### src/rtl/mips_encode_pkg.sv
// Shared constants for the MIPS instruction encoder.
//   KIND_*     : req_kind encodings (values 5..7 are illegal)
//   OP_LUI/ORI : primary opcodes used to expand the LI pseudo-instruction
//   state_e    : encoder FSM states
package mips_encode_pkg;

   localparam logic [2:0] KIND_R  = 3'd0;
   localparam logic [2:0] KIND_I  = 3'd1;
   localparam logic [2:0] KIND_J  = 3'd2;
   localparam logic [2:0] KIND_LI = 3'd3;
   localparam logic [2:0] KIND_BR = 3'd4;

   localparam logic [5:0] OP_LUI = 6'h0f;
   localparam logic [5:0] OP_ORI = 6'h0d;

   typedef enum logic [1:0] {
      StIdle,
      StEmit1,
      StEmit2
   } state_e;

   function automatic logic kind_legal(input logic [2:0] kind);
      return kind <= KIND_BR;
   endfunction

endpackage

### src/rtl/mips_encode_if.sv
// Request / output bus of the MIPS encoder.
//   req_*      : request handshake and instruction fields
//   base_load  : load base_addr into the address counter (honoured in idle only)
//   out_*      : encoded word stream with word address and last-word flag
//   err        : one-cycle pulse after an illegal request is accepted
// slave modport is the encoder side, master modport the requester/consumer side.
interface mips_encode_if #(
   parameter int unsigned ADDR_W = 30
);
   logic              req_valid;
   logic              req_ready;
   logic [2:0]        req_kind;
   logic [5:0]        req_op;
   logic [5:0]        req_funct;
   logic [4:0]        req_rs;
   logic [4:0]        req_rt;
   logic [4:0]        req_rd;
   logic [4:0]        req_shamt;
   logic [31:0]       req_imm;
   logic [25:0]       req_target;
   logic              base_load;
   logic [ADDR_W-1:0] base_addr;
   logic              out_valid;
   logic              out_ready;
   logic [31:0]       out_word;
   logic [ADDR_W-1:0] out_addr;
   logic              out_last;
   logic              err;

   modport slave (
      input  req_valid, req_kind, req_op, req_funct, req_rs, req_rt, req_rd, req_shamt,
             req_imm, req_target, base_load, base_addr, out_ready,
      output req_ready, out_valid, out_word, out_addr, out_last, err
   );

   modport master (
      output req_valid, req_kind, req_op, req_funct, req_rs, req_rt, req_rd, req_shamt,
             req_imm, req_target, base_load, base_addr, out_ready,
      input  req_ready, out_valid, out_word, out_addr, out_last, err
   );
endinterface

### src/rtl/mips_encode_fmt.sv
// Combinational field packing for one request.
//   inputs : kind and raw instruction fields
//   word1  : first word emitted, word2 : second word (valid when two_words)
//   legal  : kind is one of the defined encodings
module mips_encode_fmt
   import mips_encode_pkg::*;
(
   input  logic [2:0]  kind,
   input  logic [5:0]  op,
   input  logic [5:0]  funct,
   input  logic [4:0]  rs,
   input  logic [4:0]  rt,
   input  logic [4:0]  rd,
   input  logic [4:0]  shamt,
   input  logic [31:0] imm,
   input  logic [25:0] target,
   output logic [31:0] word1,
   output logic [31:0] word2,
   output logic        two_words,
   output logic        legal
);

   always_comb begin
      word1     = '0;
      word2     = '0;
      two_words = 1'b0;
      legal     = kind_legal(kind);
      case (kind)
         KIND_R:  word1 = {6'b0, rs, rt, rd, shamt, funct};
         KIND_I:  word1 = {op, rs, rt, imm[15:0]};
         KIND_J:  word1 = {op, target};
         KIND_BR: begin
            // Branch followed by a NOP for the delay slot.
            word1     = {op, rs, rt, imm[15:0]};
            two_words = 1'b1;
         end
         KIND_LI: begin
            // Pick the shortest expansion: ORI alone, LUI alone, or LUI+ORI.
            if (imm[31:16] == 16'h0) begin
               word1 = {OP_ORI, 5'd0, rt, imm[15:0]};
            end else if (imm[15:0] == 16'h0) begin
               word1 = {OP_LUI, 5'd0, rt, imm[31:16]};
            end else begin
               word1     = {OP_LUI, 5'd0, rt, imm[31:16]};
               word2     = {OP_ORI, rt, rt, imm[15:0]};
               two_words = 1'b1;
            end
         end
         default: ;
      endcase
   end

endmodule

### src/rtl/mips_encode.sv
// MIPS instruction encoder: accepts one request at a time, emits its one or two
// encoded words with a running word address.
//   clk, rst_b : clock, asynchronous active-low reset
//   bus        : request/output bus (slave side), see mips_encode_if
module mips_encode
   import mips_encode_pkg::*;
#(
   parameter int unsigned ADDR_W = 30
) (
   input  logic         clk,
   input  logic         rst_b,
   mips_encode_if.slave bus
);

   state_e            state_q, state_d;
   logic [31:0]       word1_q, word2_q;
   logic              two_q;
   logic [ADDR_W-1:0] addr_q;
   logic              err_q;

   logic [31:0] fmt_word1, fmt_word2;
   logic        fmt_two, fmt_legal;
   logic        accept, handshake;

   mips_encode_fmt u_fmt (
      .kind      (bus.req_kind),
      .op        (bus.req_op),
      .funct     (bus.req_funct),
      .rs        (bus.req_rs),
      .rt        (bus.req_rt),
      .rd        (bus.req_rd),
      .shamt     (bus.req_shamt),
      .imm       (bus.req_imm),
      .target    (bus.req_target),
      .word1     (fmt_word1),
      .word2     (fmt_word2),
      .two_words (fmt_two),
      .legal     (fmt_legal)
   );

   assign accept    = (state_q == StIdle) && bus.req_valid;
   assign handshake = (state_q != StIdle) && bus.out_ready;

   always_ff @(posedge clk or negedge rst_b) begin
      if (!rst_b) begin
         state_q <= StIdle;
      end else begin
         state_q <= state_d;
      end
   end

   always_comb begin
      state_d = state_q;
      case (state_q)
         StIdle:  if (accept && fmt_legal) state_d = StEmit1;
         StEmit1: if (bus.out_ready) state_d = two_q ? StEmit2 : StIdle;
         StEmit2: if (bus.out_ready) state_d = StIdle;
         default: state_d = StIdle;
      endcase
   end

   always_comb begin
      bus.req_ready = (state_q == StIdle);
      bus.out_valid = (state_q != StIdle);
      bus.out_last  = ((state_q == StEmit1) && !two_q) || (state_q == StEmit2);
      bus.out_addr  = addr_q;
      bus.err       = err_q;
      case (state_q)
         StEmit1: bus.out_word = word1_q;
         StEmit2: bus.out_word = word2_q;
         default: bus.out_word = '0;
      endcase
   end

   always_ff @(posedge clk or negedge rst_b) begin
      if (!rst_b) begin
         word1_q <= '0;
         word2_q <= '0;
         two_q   <= 1'b0;
         addr_q  <= '0;
         err_q   <= 1'b0;
      end else begin
         err_q <= accept && !fmt_legal;
         if (accept && fmt_legal) begin
            word1_q <= fmt_word1;
            word2_q <= fmt_word2;
            two_q   <= fmt_two;
         end
         // A base load in idle lands before the first word of a request
         // accepted in the same cycle, so that word uses the new base.
         if ((state_q == StIdle) && bus.base_load) begin
            addr_q <= bus.base_addr;
         end else if (handshake) begin
            addr_q <= addr_q + ADDR_W'(1);
         end
      end
   end

endmodule

### src/flat_wrapper.sv
// flat-port wrapper written by rule: the top's interface ports become plain ports
module mips_encode_flat import mips_encode_pkg::*;
#(
   parameter int unsigned ADDR_W = 30
)
  (clk, rst_b, bus_req_valid, bus_req_kind, bus_req_op, bus_req_funct, bus_req_rs, bus_req_rt, bus_req_rd, bus_req_shamt, bus_req_imm, bus_req_target, bus_base_load, bus_base_addr, bus_out_ready, bus_req_ready, bus_out_valid, bus_out_word, bus_out_addr, bus_out_last, bus_err);
  mips_encode_if #(.ADDR_W(ADDR_W)) bus_i ();
  input  logic clk;
  input  logic rst_b;
  input wire logic [$bits(bus_i.req_valid)-1:0] bus_req_valid;
  input wire logic [$bits(bus_i.req_kind)-1:0] bus_req_kind;
  input wire logic [$bits(bus_i.req_op)-1:0] bus_req_op;
  input wire logic [$bits(bus_i.req_funct)-1:0] bus_req_funct;
  input wire logic [$bits(bus_i.req_rs)-1:0] bus_req_rs;
  input wire logic [$bits(bus_i.req_rt)-1:0] bus_req_rt;
  input wire logic [$bits(bus_i.req_rd)-1:0] bus_req_rd;
  input wire logic [$bits(bus_i.req_shamt)-1:0] bus_req_shamt;
  input wire logic [$bits(bus_i.req_imm)-1:0] bus_req_imm;
  input wire logic [$bits(bus_i.req_target)-1:0] bus_req_target;
  input wire logic [$bits(bus_i.base_load)-1:0] bus_base_load;
  input wire logic [$bits(bus_i.base_addr)-1:0] bus_base_addr;
  input wire logic [$bits(bus_i.out_ready)-1:0] bus_out_ready;
  output wire logic [$bits(bus_i.req_ready)-1:0] bus_req_ready;
  output wire logic [$bits(bus_i.out_valid)-1:0] bus_out_valid;
  output wire logic [$bits(bus_i.out_word)-1:0] bus_out_word;
  output wire logic [$bits(bus_i.out_addr)-1:0] bus_out_addr;
  output wire logic [$bits(bus_i.out_last)-1:0] bus_out_last;
  output wire logic [$bits(bus_i.err)-1:0] bus_err;
  assign bus_i.req_valid = bus_req_valid;
  assign bus_i.req_kind = bus_req_kind;
  assign bus_i.req_op = bus_req_op;
  assign bus_i.req_funct = bus_req_funct;
  assign bus_i.req_rs = bus_req_rs;
  assign bus_i.req_rt = bus_req_rt;
  assign bus_i.req_rd = bus_req_rd;
  assign bus_i.req_shamt = bus_req_shamt;
  assign bus_i.req_imm = bus_req_imm;
  assign bus_i.req_target = bus_req_target;
  assign bus_i.base_load = bus_base_load;
  assign bus_i.base_addr = bus_base_addr;
  assign bus_i.out_ready = bus_out_ready;
  assign bus_req_ready = bus_i.req_ready;
  assign bus_out_valid = bus_i.out_valid;
  assign bus_out_word = bus_i.out_word;
  assign bus_out_addr = bus_i.out_addr;
  assign bus_out_last = bus_i.out_last;
  assign bus_err = bus_i.err;
  mips_encode #(.ADDR_W(ADDR_W)) u_core (.clk(clk), .rst_b(rst_b), .bus(bus_i));
endmodule
### config.mk
export PLATFORM = sky130hd
export DESIGN_NAME = mips_encode_flat
export DESIGN_NICKNAME = d
export VERILOG_FILES = /design/src/rtl/mips_encode_pkg.sv /design/src/rtl/mips_encode_if.sv /design/src/rtl/mips_encode_fmt.sv /design/src/rtl/mips_encode.sv /design/src/flat_wrapper.sv
export SDC_FILE = /design/constraint.sdc
export NUM_CORES = 1
export LEC_CHECK = 0
export CAP_MARGIN = 20
export CELL_PAD_IN_SITES_DETAIL_PLACEMENT = 1
export CELL_PAD_IN_SITES_GLOBAL_PLACEMENT = 1
export CORE_ASPECT_RATIO = 1.4
export CORE_MARGIN = 2
export CORE_UTILIZATION = 29
export DETAILED_ROUTE_END_ITERATION = 7
export PLACE_DENSITY_LB_ADDON = 0.1
export SLEW_MARGIN = 0
export SYNTH_ARGS = -nofsm -noshare
export SYNTH_HDL_FRONTEND = slang
export SYNTH_SLANG_ARGS = --single-unit
export TNS_END_PERCENT = 100
### constraint.sdc
create_clock -name clk -period 2.1 [get_ports clk]
set_input_delay 0.42 -clock clk [delete_from_list [all_inputs] [get_ports clk]]
set_output_delay 0.42 -clock clk [all_outputs]
set_load 0.01 [all_outputs]
==> flow_metrics.py <==
metrics = {
    "timing": {
        "tns_ns": -2.477,
        "setup_slack_ns": -0.1267,
        "drv_slew": 0,
        "hold_violations": 0,
        "setup_viol": 29,
        "slew_headroom": 0.6392,
        "worst_pin_slew_ns": 0.5362,
        "hold_ws_ns": 0.04034,
        "fmax_mhz": 449.1,
        "fin_crit_sh": 1.060,
        "skew_ns": 0.008109,
        "rsz0062_at_grt": "true",
        "period_minus_slack_ns": 2.227,
    },
    "global_routing": {
        "busiest_layer": "met2",
        "grt_pass1_vias": 5545,
        "grt_pass1_wl_um": 28350,
        "use_met2": 0.3832,
        "met1_usage": 0.2194,
        "grt_antenna_before_repair": 0,
        "global_route.usage.met3": 0.04911,
        "grt_overflow_total": 0,
        "gr-usage-all-layers": 0.2009,
        "grt_max_degree": 56,
    },
    "critical_path": {
        "path_class": "register to primary output",
        "arrival_ns": 1.81,
        "cp-end-kind": "primary output",
        "cp-start-kind": "register",
        "crit_required_ns": 1.68,
        "crit_fanout": 11,
    },
    "yosys": {
        "syn_inst": 564,
        "syn_area_um2": 4947,
        "synth_seq_cells": 88,
        "synth-main-ff-cell": "dfrtp_1",
        "syn_avg_cell_area_um2": 8.772,
        "yosysWarnings": 0,
        "syn_nets": 697,
        "synth_edf_count": 0,
        "ys_seq_area_frac": 0.4451,
        "async_reset_ff_frac": 1.000,
        "synth.distinct_cells": 49,
    },
    "detailed_routing": {
        "vias_per_cell": 5.157,
        "antenna_left": 0,
        "route.detailed.drc": 0,
        "dr_total_vias": 5214,
        "post_drt_wl_per_cell_um": 18.04,
        "dr.pass1.iters": 4,
        "totalWireLength_um": 18240,
        "first_iter_violations": 220,
    },
    "power": {
        "power-per-cell-area_nw_per_um2": 1128,
        "ir_drop_mv": 0.3823,
        "pwr-share-comb": 0.482,
        "p_total_mw": 8.928,
        "p_sw_mw": 3.376,
        "switching_share": 0.3782,
        "p_seq_frac": 0.340,
        "internal_power_mw": 5.552,
        "clock_power_share": 0.178,
        "leakage_nw": 3.327,
    },
    "place": {
        "dpl.hpwl_um": 13820,
        "portBuffers": 193,
        "dp_slack_ns": -0.3424,
        "place_area_um2": 7553,
        "place_inst": 986,
        "place.gp.congestion": 0.7900,
    },
    "cells_and_area": {
        "finalNonFillerCells": 1011,
        "drive_gt1_frac": 0.2017,
        "nets": 936,
        "final_cell_area_um2": 7913,
        "nFillCells": 1943,
        "n_antenna_cell": 0,
        "syn_to_final_growth_pct": 59.94,
        "utilization": 0.4725,
    },
    "clock_tree": {
        "cts_tree": "done",
        "path_clk_slew_ns": 0.06,
        "cts.sinks": 88,
        "cts_buffer_depth": 2,
        "postCtsHoldBufs": 0,
        "cts_buffers": 9,
        "htreeDepth": 3,
        "root_buffer": "clkbuf_16",
        "clock_latency_ns": 0.35,
    },
    "outcome": {
        "status": "finished, violations left",
        "violations": "setup timing",
    },
    "floorplanning": {
        "initial_core_util": 0.2954,
        "num_io_pins": 194,
        "die_x_um": 114.4,
        "die_h_um": 158.5,
        "rows": 56,
        "core_um2": 16750,
        "die-area_um2": 18130,
    },
    "hold_path": {
        "hold_path.class": "primary input to async pin",
    },
    "job": {
        "max_cap_viol_count": 0,
    },
}
==> path summary, 6_finish.rpt <==
check | start | end | slack, ns | depth (start not counted)
max | u_core.state_q[1] | bus_out_word[14] | -0.13 | 6
min in group clk | u_core.word1_q[31] | u_core.word1_q[31] | 0.46 | 2
min | rst_b | u_core.bus.out_addr[6] | 0.04 | 2
max reg2reg | u_core.state_q[1] | u_core.bus.out_addr[27] | 0.21 | 7
max in group asynchronous | rst_b | u_core.word2_q[15] | 1.65 | 2
min reg2reg | u_core.word1_q[31] | u_core.word1_q[31] | 0.46 | 2
==> layout by cell type (no fill, tap or decap), types with 11 or more instances in the layout <==
cell type,synthesis,final
buf_4,1,60
mux2_2,17,17
buf_2,12,29
nand4_1,13,13
nand2_1,78,78
a22o_1,29,29
nor2_1,73,73
a221oi_1,11,11
nand3_1,15,14
o21ai_0,62,62
xor2_1,11,11
clkdlybuf4s50_1,0,157
a22oi_1,17,17
clkbuf_16,0,11
dfrtp_1,88,88
a21oi_1,22,22
==> cells by family (layout without fill, tap and decap cells) <==
logic type               Yosys count  after routing  share of synthesized area
buffers and inverters             48            292                    0.04173
flip-flops                        88             88                     0.4451
AND/OR/NAND/NOR                  225            225                     0.2137
AO/OA/AOI/OAI                    164            164                     0.2175
adder cells (fa/ha/maj)            5              5                    0.01265
multiplexers                      19             19                    0.04274
XOR/XNOR                          15             15                    0.02655
==> registers in the layout (all words and copies together), names as in the netlist <==
name / count
u_core.two_q: 1
u_core.bus.err: 1
u_core.bus.out_addr: 30
u_core.state_q: 2
u_core.word2_q: 22
u_core.word1_q: 32
==> synth_stat cells (3+ instances only) <==
library cell	n	share of area
a22o_1	29	0.051
nand3_1	15	0.015
and3_1	5	0.0063
a22oi_1	17	0.026
inv_1	7	0.0053
nor2_1	73	0.055
a311oi_1	5	0.0089
clkbuf_1	26	0.020
o211ai_1	3	0.0046
buf_2	12	0.012
ha_1	5	0.013
nand2_1	78	0.059
a211oi_1	5	0.0076
nor4_1	9	0.011
xnor2_1	4	0.0071
xor2_1	11	0.019
o21ai_0	62	0.063
nand4_1	13	0.016
and2_1	4	0.0051
mux2_2	17	0.039
dfrtp_1	88	0.45
nor3_1	9	0.0091
a221oi_1	11	0.019
a21oi_1	22	0.022
and4_1	5	0.0089
==> critical path, cell delays in order (launching register included) <==
cell and delay (ns):
dfrtp_1 0.40, inv_2 0.10, ha_4 0.21, and2_4 0.21, buf_16 0.16, a22o_1 0.24
buf_2 0.15
==> metal layers <==
layer | up-vias | part of all wire
met4 | 0 | 0.013
met3 | 13 | 0.060
met1 | 2510 | 0.38
met2 | 163 | 0.55
met5 | - | 0
li1 | 2528 | -
==> area by class of cell <==
type                       instances  area [um^2]  area share
sequential                        88         2202      0.2783
timing repair buffer             269         2536      0.3205
tap                              203        254.0     0.03210
multi-input combinational        428         2601      0.3287
clock buffer                      11        252.7     0.03194
clock inverter                     5        40.04    0.005060
inverter                           7        26.28    0.003321
==> power by group through the flow <==
| stage | Clock, mW | Sequential [mW] | Combinational, mW |
|---|---|---|---|
| 6_report | 1.59 | 3.04 | 4.31 |
| 5_1_grt | 1.71 | 3.15 | 4.77 |
| 4_1_cts | 1.63 | 3.04 | 4.20 |
| 3_5_place_dp | 0 | 3.06 | 4.23 |
| 3_3_place_gp | 0 | 3.01 | 4.13 |
| 2_1_floorplan | 0 | 3.03 | 1.85 |
==> timing repair <==
action	4_1_cts	5_1_grt
cloned	2	3
gates resized for setup	143	10
pin swaps	25	5
endpoints found under the setup margin	35	49
buffers inserted	2	1
Power figures use the tool's default switching activity.
